$ cat config.mk
export PLATFORM = sky130hd
export DESIGN_NAME = bp_me_buffer_array
export DESIGN_NICKNAME = d
export VERILOG_FILES = /design/src/rtl/bp_me_buffer_array.sv
export SDC_FILE = /design/constraint.sdc
export NUM_CORES = 2
export LEC_CHECK = 0
export ABC_CLOCK_PERIOD_IN_PS = 20900
export BUFFER_PORTS_ARGS = -buffer_cell sky130_fd_sc_hd__buf_2
export CAP_MARGIN = 20
export CELL_PAD_IN_SITES_DETAIL_PLACEMENT = 1
export CELL_PAD_IN_SITES_GLOBAL_PLACEMENT = 1
export CORE_UTILIZATION = 25
export CTS_CLUSTER_SIZE = 8
export DETAILED_ROUTE_END_ITERATION = 10
export HOLD_SLACK_MARGIN = 0.05
export PLACE_DENSITY = 0.4
export SLEW_MARGIN = 20
export SYNTH_ARGS = -nofsm -noshare
export SYNTH_HDL_FRONTEND = slang
export SYNTH_SLANG_ARGS = --single-unit
$ cat constraint.sdc
create_clock -name clk_i -period 20.9 [get_ports clk_i]
set_clock_uncertainty 0.1 [all_clocks]
set_input_delay 3.135 -clock clk_i [delete_from_list [all_inputs] [get_ports clk_i]]
set_output_delay 3.135 -clock clk_i [all_outputs]
set_load 0.01 [all_outputs]
$ cat src/rtl/bp_me_buffer_array.sv
// ---------------------------------------------------------------------------
// bp_me_buffer_array
//
// Array of independent message buffers placed between the LCE/memory
// networks and the CCE core, one channel per message class. Each channel
// is a circular buffer with a ready&valid producer side and a valid->yumi
// consumer side. It also reports occupancy and a high-water flag, supports
// a per-channel flush, and holds a sticky underflow error flag.
//
// Parameters
//   channels_p    number of independent channels (>= 1)
//   width_p       message width in bits, same for every channel
//   els_p         entries per channel (power of two, >= 2)
//   hwm_p         high-water threshold (1 <= hwm_p <= els_p)
//   cnt_width_lp  occupancy counter width, $clog2(els_p+1)
//
// Ports (channel c of any packed bus is at [c*W +: W])
//   clk_i         clock; all state updates on the rising edge
//   reset_n_i     synchronous, active-low reset
//   v_i           producer valid, per channel
//   data_i        producer data, channels_p*width_p
//   ready_o       channel can accept a message this cycle
//   v_o           head entry valid
//   data_o        head entry data, same packing as data_i
//   yumi_i        consumer dequeues the head this cycle
//   flush_i       discard all entries of the channel
//   count_o       per-channel occupancy, channels_p*cnt_width_lp
//   high_water_o  occupancy >= hwm_p
//   err_o         sticky underflow error (yumi with no valid head)
//
// Optional feature: define BP_ME_BUFFER_ARRAY_BYPASS_EN to let a message
// arriving at an empty channel appear on v_o/data_o in the same cycle.
// This creates a combinational path from v_i/data_i to v_o/data_o. When the
// macro is undefined, the minimum latency is one cycle and there is no
// input-to-output combinational path.
// ---------------------------------------------------------------------------
module bp_me_buffer_array #(
   parameter  int channels_p   = 4,
   parameter  int width_p      = 64,
   parameter  int els_p        = 8,
   parameter  int hwm_p        = 6,
   localparam int cnt_width_lp = $clog2(els_p + 1)
) (
   input  logic                               clk_i,
   input  logic                               reset_n_i,

   input  logic [channels_p-1:0]              v_i,
   input  logic [channels_p*width_p-1:0]      data_i,
   output logic [channels_p-1:0]              ready_o,

   output logic [channels_p-1:0]              v_o,
   output logic [channels_p*width_p-1:0]      data_o,
   input  logic [channels_p-1:0]              yumi_i,

   input  logic [channels_p-1:0]              flush_i,
   output logic [channels_p*cnt_width_lp-1:0] count_o,
   output logic [channels_p-1:0]              high_water_o,
   output logic [channels_p-1:0]              err_o
);

   localparam int ptr_width_lp = $clog2(els_p);

   genvar gi;
   generate
      for (gi = 0; gi < channels_p; gi++) begin : g_ch
         logic [ptr_width_lp-1:0] rptr_reg, rptr_next;
         logic [ptr_width_lp-1:0] wptr_reg, wptr_next;
         logic [cnt_width_lp-1:0] count_reg, count_next;
         logic                    err_reg, err_next;
         logic [width_p-1:0]      mem_reg [els_p];

         logic               full, empty;
         logic               enq, deq;
         logic               ready, valid;
         logic [width_p-1:0] in_data, head_data;

         assign in_data   = data_i[gi*width_p +: width_p];
         assign head_data = mem_reg[rptr_reg];

         assign full  = (count_reg == cnt_width_lp'(els_p));
         assign empty = (count_reg == '0);

         // Flush blanks both handshakes, which is what gives it priority
         // over any enqueue or dequeue requested in the same cycle.
         assign ready = reset_n_i & ~full & ~flush_i[gi];

`ifdef BP_ME_BUFFER_ARRAY_BYPASS_EN
         // An empty channel presents the incoming message directly.
         assign valid = (~empty | v_i[gi]) & ~flush_i[gi];
         assign data_o[gi*width_p +: width_p] = empty ? in_data : head_data;

         // A bypassed message consumed in the same cycle is never stored.
         // A bypassed message not consumed is stored as an ordinary enqueue.
         assign enq = v_i[gi] & ready & ~(empty & yumi_i[gi]);

         // Only a stored head can be dequeued from the array; the
         // bypass case is covered by suppressing the enqueue above.
         assign deq = yumi_i[gi] & valid & ~empty;
`else
         assign valid = ~empty & ~flush_i[gi];
         assign data_o[gi*width_p +: width_p] = head_data;
         assign enq   = v_i[gi] & ready;
         assign deq   = yumi_i[gi] & valid;
`endif

         assign ready_o[gi] = ready;
         assign v_o[gi]     = valid;

         // Next-state for pointers, occupancy and error flag.
         always_comb begin
            rptr_next  = rptr_reg;
            wptr_next  = wptr_reg;
            count_next = count_reg;
            err_next   = err_reg;

            if (flush_i[gi]) begin
               rptr_next  = '0;
               wptr_next  = '0;
               count_next = '0;
            end else begin
               if (enq) begin
                  wptr_next = wptr_reg + ptr_width_lp'(1);
               end
               if (deq) begin
                  rptr_next = rptr_reg + ptr_width_lp'(1);
               end
               if (enq && !deq) begin
                  count_next = count_reg + cnt_width_lp'(1);
               end else if (!enq && deq) begin
                  count_next = count_reg - cnt_width_lp'(1);
               end
            end

            // Illegal dequeue: flagged, but otherwise ignored.
            if (yumi_i[gi] && !valid) begin
               err_next = 1'b1;
            end
         end

         always_ff @(posedge clk_i) begin
            if (!reset_n_i) begin
               rptr_reg  <= '0;
               wptr_reg  <= '0;
               count_reg <= '0;
               err_reg   <= 1'b0;
            end else begin
               rptr_reg  <= rptr_next;
               wptr_reg  <= wptr_next;
               count_reg <= count_next;
               err_reg   <= err_next;
            end
         end

         // Storage holds no reset: an entry is only observable once its
         // slot has been written after the pointers were cleared.
         always_ff @(posedge clk_i) begin
            if (enq) begin
               mem_reg[wptr_reg] <= in_data;
            end
         end

         assign count_o[gi*cnt_width_lp +: cnt_width_lp] = count_reg;
         assign high_water_o[gi] = (count_reg >= cnt_width_lp'(hwm_p));
         assign err_o[gi]        = err_reg;
      end
   endgenerate

endmodule

# Word level (Yosys, flattened, before mapping)
# Memory sizes are Yosys's and may differ from the RTL's. A register that Yosys moved wholly into a read port is not among the register bits.
# Cells that the tools add are included.
[word_totals]
ramBits = 2048
out_inout_bits = 288
rom_bits = 0
wordCells = 137
latchBits = 0
memories = 4
reg_bits = 44
input_bits = 270
[mem_list]
columns = ["name", "depth", "width", "read_ports", "rd_clocked_by_memory_dff", "wr", "line_no", "text"]
rows = [
  ["g_ch[0].mem_reg", 8, 64, 1, 1, 1, "70", "logic [width_p-1:0] mem_reg [els_p];"],
  ["g_ch[1].mem_reg", 8, 64, 1, 1, 1, "70", ""],
  ["g_ch[2].mem_reg", 8, 64, 1, 1, 1, "70", ""],
  ["g_ch[3].mem_reg", 8, 64, 1, 1, 1, "70", ""],
]
[classes]
div_mod_pow = 0
shift = 0
n_bitwise = 33
reduce_logical = 36
n_mux = 24
n_mul = 0
n_eq_ne = 4
addsub = 16
n_lt_le_gt_ge = 4
[ops]
columns = ["cell", "count"]
rows = [
  ["$mux 4", 8],
  ["$add 3x1->3 const B", 8],
  ["$mux 3", 8],
  ["$and 1x1->1", 20],
  ["$add 4x1->4 const B", 4],
  ["$eq 4x4->1 const B", 4],
  ["$ge 4x3->1 const B", 4],
  ["$logic_not 4->1", 4],
  ["$sub 4x1->4 const B", 4],
  ["$not 1->1", 13],
  ["$logic_and 1x1->1", 12],
  ["$logic_not 1->1", 12],
  ["$mux 1", 8],
  ["$reduce_bool 2->1", 4],
  ["$reduce_or 2->1", 4],
]

# Longest topological paths before layout
[logic_depth]
ltp_word = 9
mapped_depth = 12
mapped_depth_nobuf = 11

# Worst setup path before layout
# OpenSTA, ideal clock, no wires.
[synth_path]
kind = "input to register"
start = "input reset_n_i"
end = "memory g_ch[0].mem_reg[5][0], enable pin"
cell_stages = 5
t_arrival_ns = 8.171
n_path_buf = 1
path_slack_ns = 12.064
cell_sequence = "buf_2 nand2b_1 a21oi_1 nand2_1 nor3_1"
[synth_between]
elab_chain_len = 5
[synth_rtl]
columns = ["item", "line_no", "text"]
rows = [
  ["start, declared", "45", "input logic reset_n_i,"],
  ["$and 1x1->1 (2 in series)", "85", "assign ready = reset_n_i & ~full & ~flush_i[gi];"],
  ["named net g_ch[0].ready", "74", "logic ready, valid;"],
  ["$and 1x1->1", "102", "assign enq = v_i[gi] & ready;"],
  ["$mux 1", "157", "if (enq) begin"],
  ["$mux 1 (implied by the code)", "158", "mem_reg[wptr_reg] <= in_data;"],
  ["end, declared", "70", ""],
]
# The timed path passes the listed nets, and every way through them passes these cells.

# Worst setup path in the final report
[layout_path]
start = "input reset_n_i"
end = "output ready_o[1]"
[layout_between]
elab_chain_len = 2
[layout_rtl]
columns = ["item", "line_no", "text"]
rows = [
  ["$and 1x1->1 (2 in series)", "85", ""],
  ["end, declared", "49", "output logic [channels_p-1:0] ready_o,"],
]
# Every way passes these cells.

==> run summary <==
The flow ran to the end, but the final reports show violations. The final reports fail on design-rule violations. The number of unique standard cell types used by synthesis is 34. The clock tree root buffer cell is clkbuf_16. In the synthesized netlist the async set-or-reset flop fraction comes to 0. The number of ports placed on the die boundary came out at 558. The number of clock buffers added by TritonCTS is 304. Of the cells placed in the final design, the portion with a size suffix greater than 1 is 0.4316. The worst hold path belongs to the class reg -> reg. The maximum VDD drop came out at 0.06061 mV.

After clock tree synthesis, the clock-pin slew on the worst setup and hold paths is 50 ps. Among all flip-flop cells after synthesis, the most frequent one is edfxtp_1. In the routed design, unresolved DRC markers number 4. The maximum root-to-sink buffer count came out at 4. The required time at the worst-slack endpoint is 17670 ps. The number of warnings issued by yosys came out at 0.

The worst setup path is launched from a primary input. The first routing iteration left 2032 violations. For this design, the CTS-stage hold fixing added 0 buffers. The number of nets in the final layout came out at 4373. The final weighted congestion in routability-driven placement came out at 0.6836.

The largest net degree at the start of global routing came out at 96. The vias per cell came out at 4.367. Across the run, the number of max-cap violations was 0. The shortest period the worst path allows is 8014 ps. The max-slew violation total from the final report came out at 0.

The register with the most flip-flops in the layout has 2048 of them. At the pin with the least slew margin, the transition time is 1014 ps. The post-detailed-placement half-perimeter wirelength came out at 117000 um. Data arrives at the worst endpoint at 4780 ps. The area of the mapped netlist came out at 79810 sq um. The net count after synthesis is 3591. The synthesized instance count came out at 3297.

The nature of the critical path endpoint is a primary output. The number of port buffers is 557. The number of global-route vias before repair was 40900.

The endpoint identified for the worst register-to-register timing path is g_ch[0].mem_reg[2][57]. Fill cells in the final layout number 31600. The number of synthesized flops with an enable pin came out at 2048.

Counting flops and latches in the post-synthesis netlist gives 2104. Of the post-synthesis cell area, the dominant cell type holds 0.7706. The startpoint identified for the worst register-to-register timing path is g_ch[0].count_reg[0].

In this run the worst setup path terminates at ready_o[1]. The flip-flop and latch area came out at 62670 sq um. The vertical die dimension is 567.0 um. The clock sink count came out at 2104. The critical path class is in -> out. In this run the tightest slew margin relative to its limit is 0.3241.

In this run the core area contains 207 standard-cell rows. The share of the clock period used by the worst path after layout came out at 0.3835. The synthesis-to-layout area growth came out at 20.33%. The core area is 317800 sq um.

The sum of routed wire length over all layers is 209000 um. The static leakage is 29.79 nW. The initial antenna violation count came out at 88. The die width came out at 567.0 um. The die covers 321500 sq um. Yosys attributes the largest share of cell area to edfxtp_1, mux4_2, mux2_2.

The cell area after layout came out at 96030 sq um. Post-CTS timing repair inserted 0 buffers for setup. The power density over the cells is 97.17 nW/um^2. The number of resized instances in the post-cts repair step came out at 0. The synthesized area per cell is 24.21 sq um. The initial core utilization is 0.2511.

In the final layout, the multi-input gates occupy 16290 sq um. The via count is 36470. The first detailed-routing pass ran for 7 iterations. The first global-routing pass estimated 302400 um of wire. The routed length per instance is 25.02 um. The setup TNS is 0 ps. The highest net fanout along the worst path came out at 12.

In this run the remaining antenna-violating nets after routing total 0. The critical path starts at reset_n_i. The length in cells of the worst reg-to-reg path came out at 6. The overall power consumption is 0.009331 W.

In the global route stage, overall resource usage came out at 0.1287. The achievable clock frequency is 124.8 MHz. The clock reaches the later pin of the worst-skew pair after 870 ps. CTS built an H-tree with a depth of 5. Setup repair after global routing left no endpoint under its margin. The area of placed instances is 87660 sq um.

The internal reg-to-reg setup slack is 16990 ps. The total grt overflow came out at 0. The sequential share of the synthesized area came out at 0.7847. The dominant cell type by area after synthesis is edfxtp_1. Setup violations remaining at the end of the flow were counted as 0. The number of hold violations in the final report was 0.

TritonCTS built the clock tree.
==> layer usage <==
layer	vias up	wire, um	track usage
li1	15530	-	-
met1	19600	91470	0.1686
met2	822	98160	0.2065
met3	459	12860	0.03611
met4	58	6102	0.03969
met5	-	363	0
==> kinds of logic after synthesis <==
| group | share of synthesized area |
|---|---|
| DFF | 0.7847 |
| adders and majority gates | 0.004139 |
| AOI/OAI and AO/OA | 0.003637 |
| and+or+nand+nor | 0.009485 |
| xor gates and xnor gates | 0.002195 |
| buffers and inverters | 0.01377 |
| muxes | 0.1821 |
==> layout by cell type, fill, tap and decap left out, drive strengths merged <==
cell,count
xor2,8
buf,637
a21o,4
xnor2,12
a31o,8
nor4,4
and3,4
clkinv,18
o21a,4
and2,4
nor3,18
diode,14
fa,4
nor2,62
edfxtp,2048
nor2b,8
nand2b,8
nand3,12
mux4,512
a211o,8
nand2,23
nand3b,1
dfxtp,56
clkbuf,357
a21oi,12
mux2,256
inv,21
nor3b,4
ha,20
or3b,4
a211oi,4
nor4bb,4
mux2i,12
==> synthesized netlist by cell type, types with 12 or more instances <==
cell type and n:
buf_4 24, buf_6 44, ha_1 20, inv_1 12, nor2_1 62, a21oi_1 12, xnor2_1 12, buf_1 22
clkbuf_1 48, buf_2 23, nor3_1 18, dfxtp_1 56, mux4_2 512, mux2i_1 12, edfxtp_1 2048, nand3_1 12
nand2_1 23, mux2_2 256
==> critical path, cell delays in order <==
cell	delay, ps
buf_2	450
nand2b_1	380
a21oi_1	520
buf_2	240
==> stage by stage <==
stage | utilization | hold slack (ps) | std cells | worst slack, ps
2_1_floorplan | - | 341.6 | 3297 | 12060
3_3_place_gp | 0.2758 | 348.4 | 7953 | 12750
3_5_place_dp | 0.2758 | 352.4 | 7953 | 12720
4_1_cts | 0.3021 | 368.6 | 8337 | 12730
5_1_grt | 0.3021 | 382.3 | 8341 | 12710
6_report | 0.3022 | 361.5 | 8351 | 12890
==> worst min path at each step <==
stage / startpoint / end / slack [ps] / cells after the start
after floorplan: g_ch[0].err_reg / g_ch[0].err_reg / 340 / 1
after global placement: g_ch[0].err_reg / g_ch[0].err_reg / 350 / 1
after detailed placement: g_ch[0].err_reg / g_ch[0].err_reg / 350 / 1
after CTS: g_ch[0].err_reg / g_ch[0].err_reg / 370 / 1
after global routing: g_ch[1].err_reg / g_ch[1].err_reg / 380 / 1
final: g_ch[3].err_reg / g_ch[3].err_reg / 360 / 1
==> report_power, final <==
part / internal, W / switching, W / total, W
Combinational: 0.0000895 / 0.000144 / 0.000234
Sequential: 0.00466 / 0.0000114 / 0.00467
Clock: 0.00265 / 0.00178 / 0.00442
Total: 0.00740 / 0.00193 / 0.00933
==> area by class of cell <==
class,instances,share of cell area
Antenna cell,14,0.0003648
Clock buffer,357,0.08250
Clock inverter,27,0.004274
Inverter,12,0.0004691
Multi-Input combinational cell,1020,0.1697
Sequential cell,2104,0.6526
Tap cell,4180,0.05446
Timing Repair Buffer,637,0.03568
Note: power is estimated with default switching activity, not from simulation.
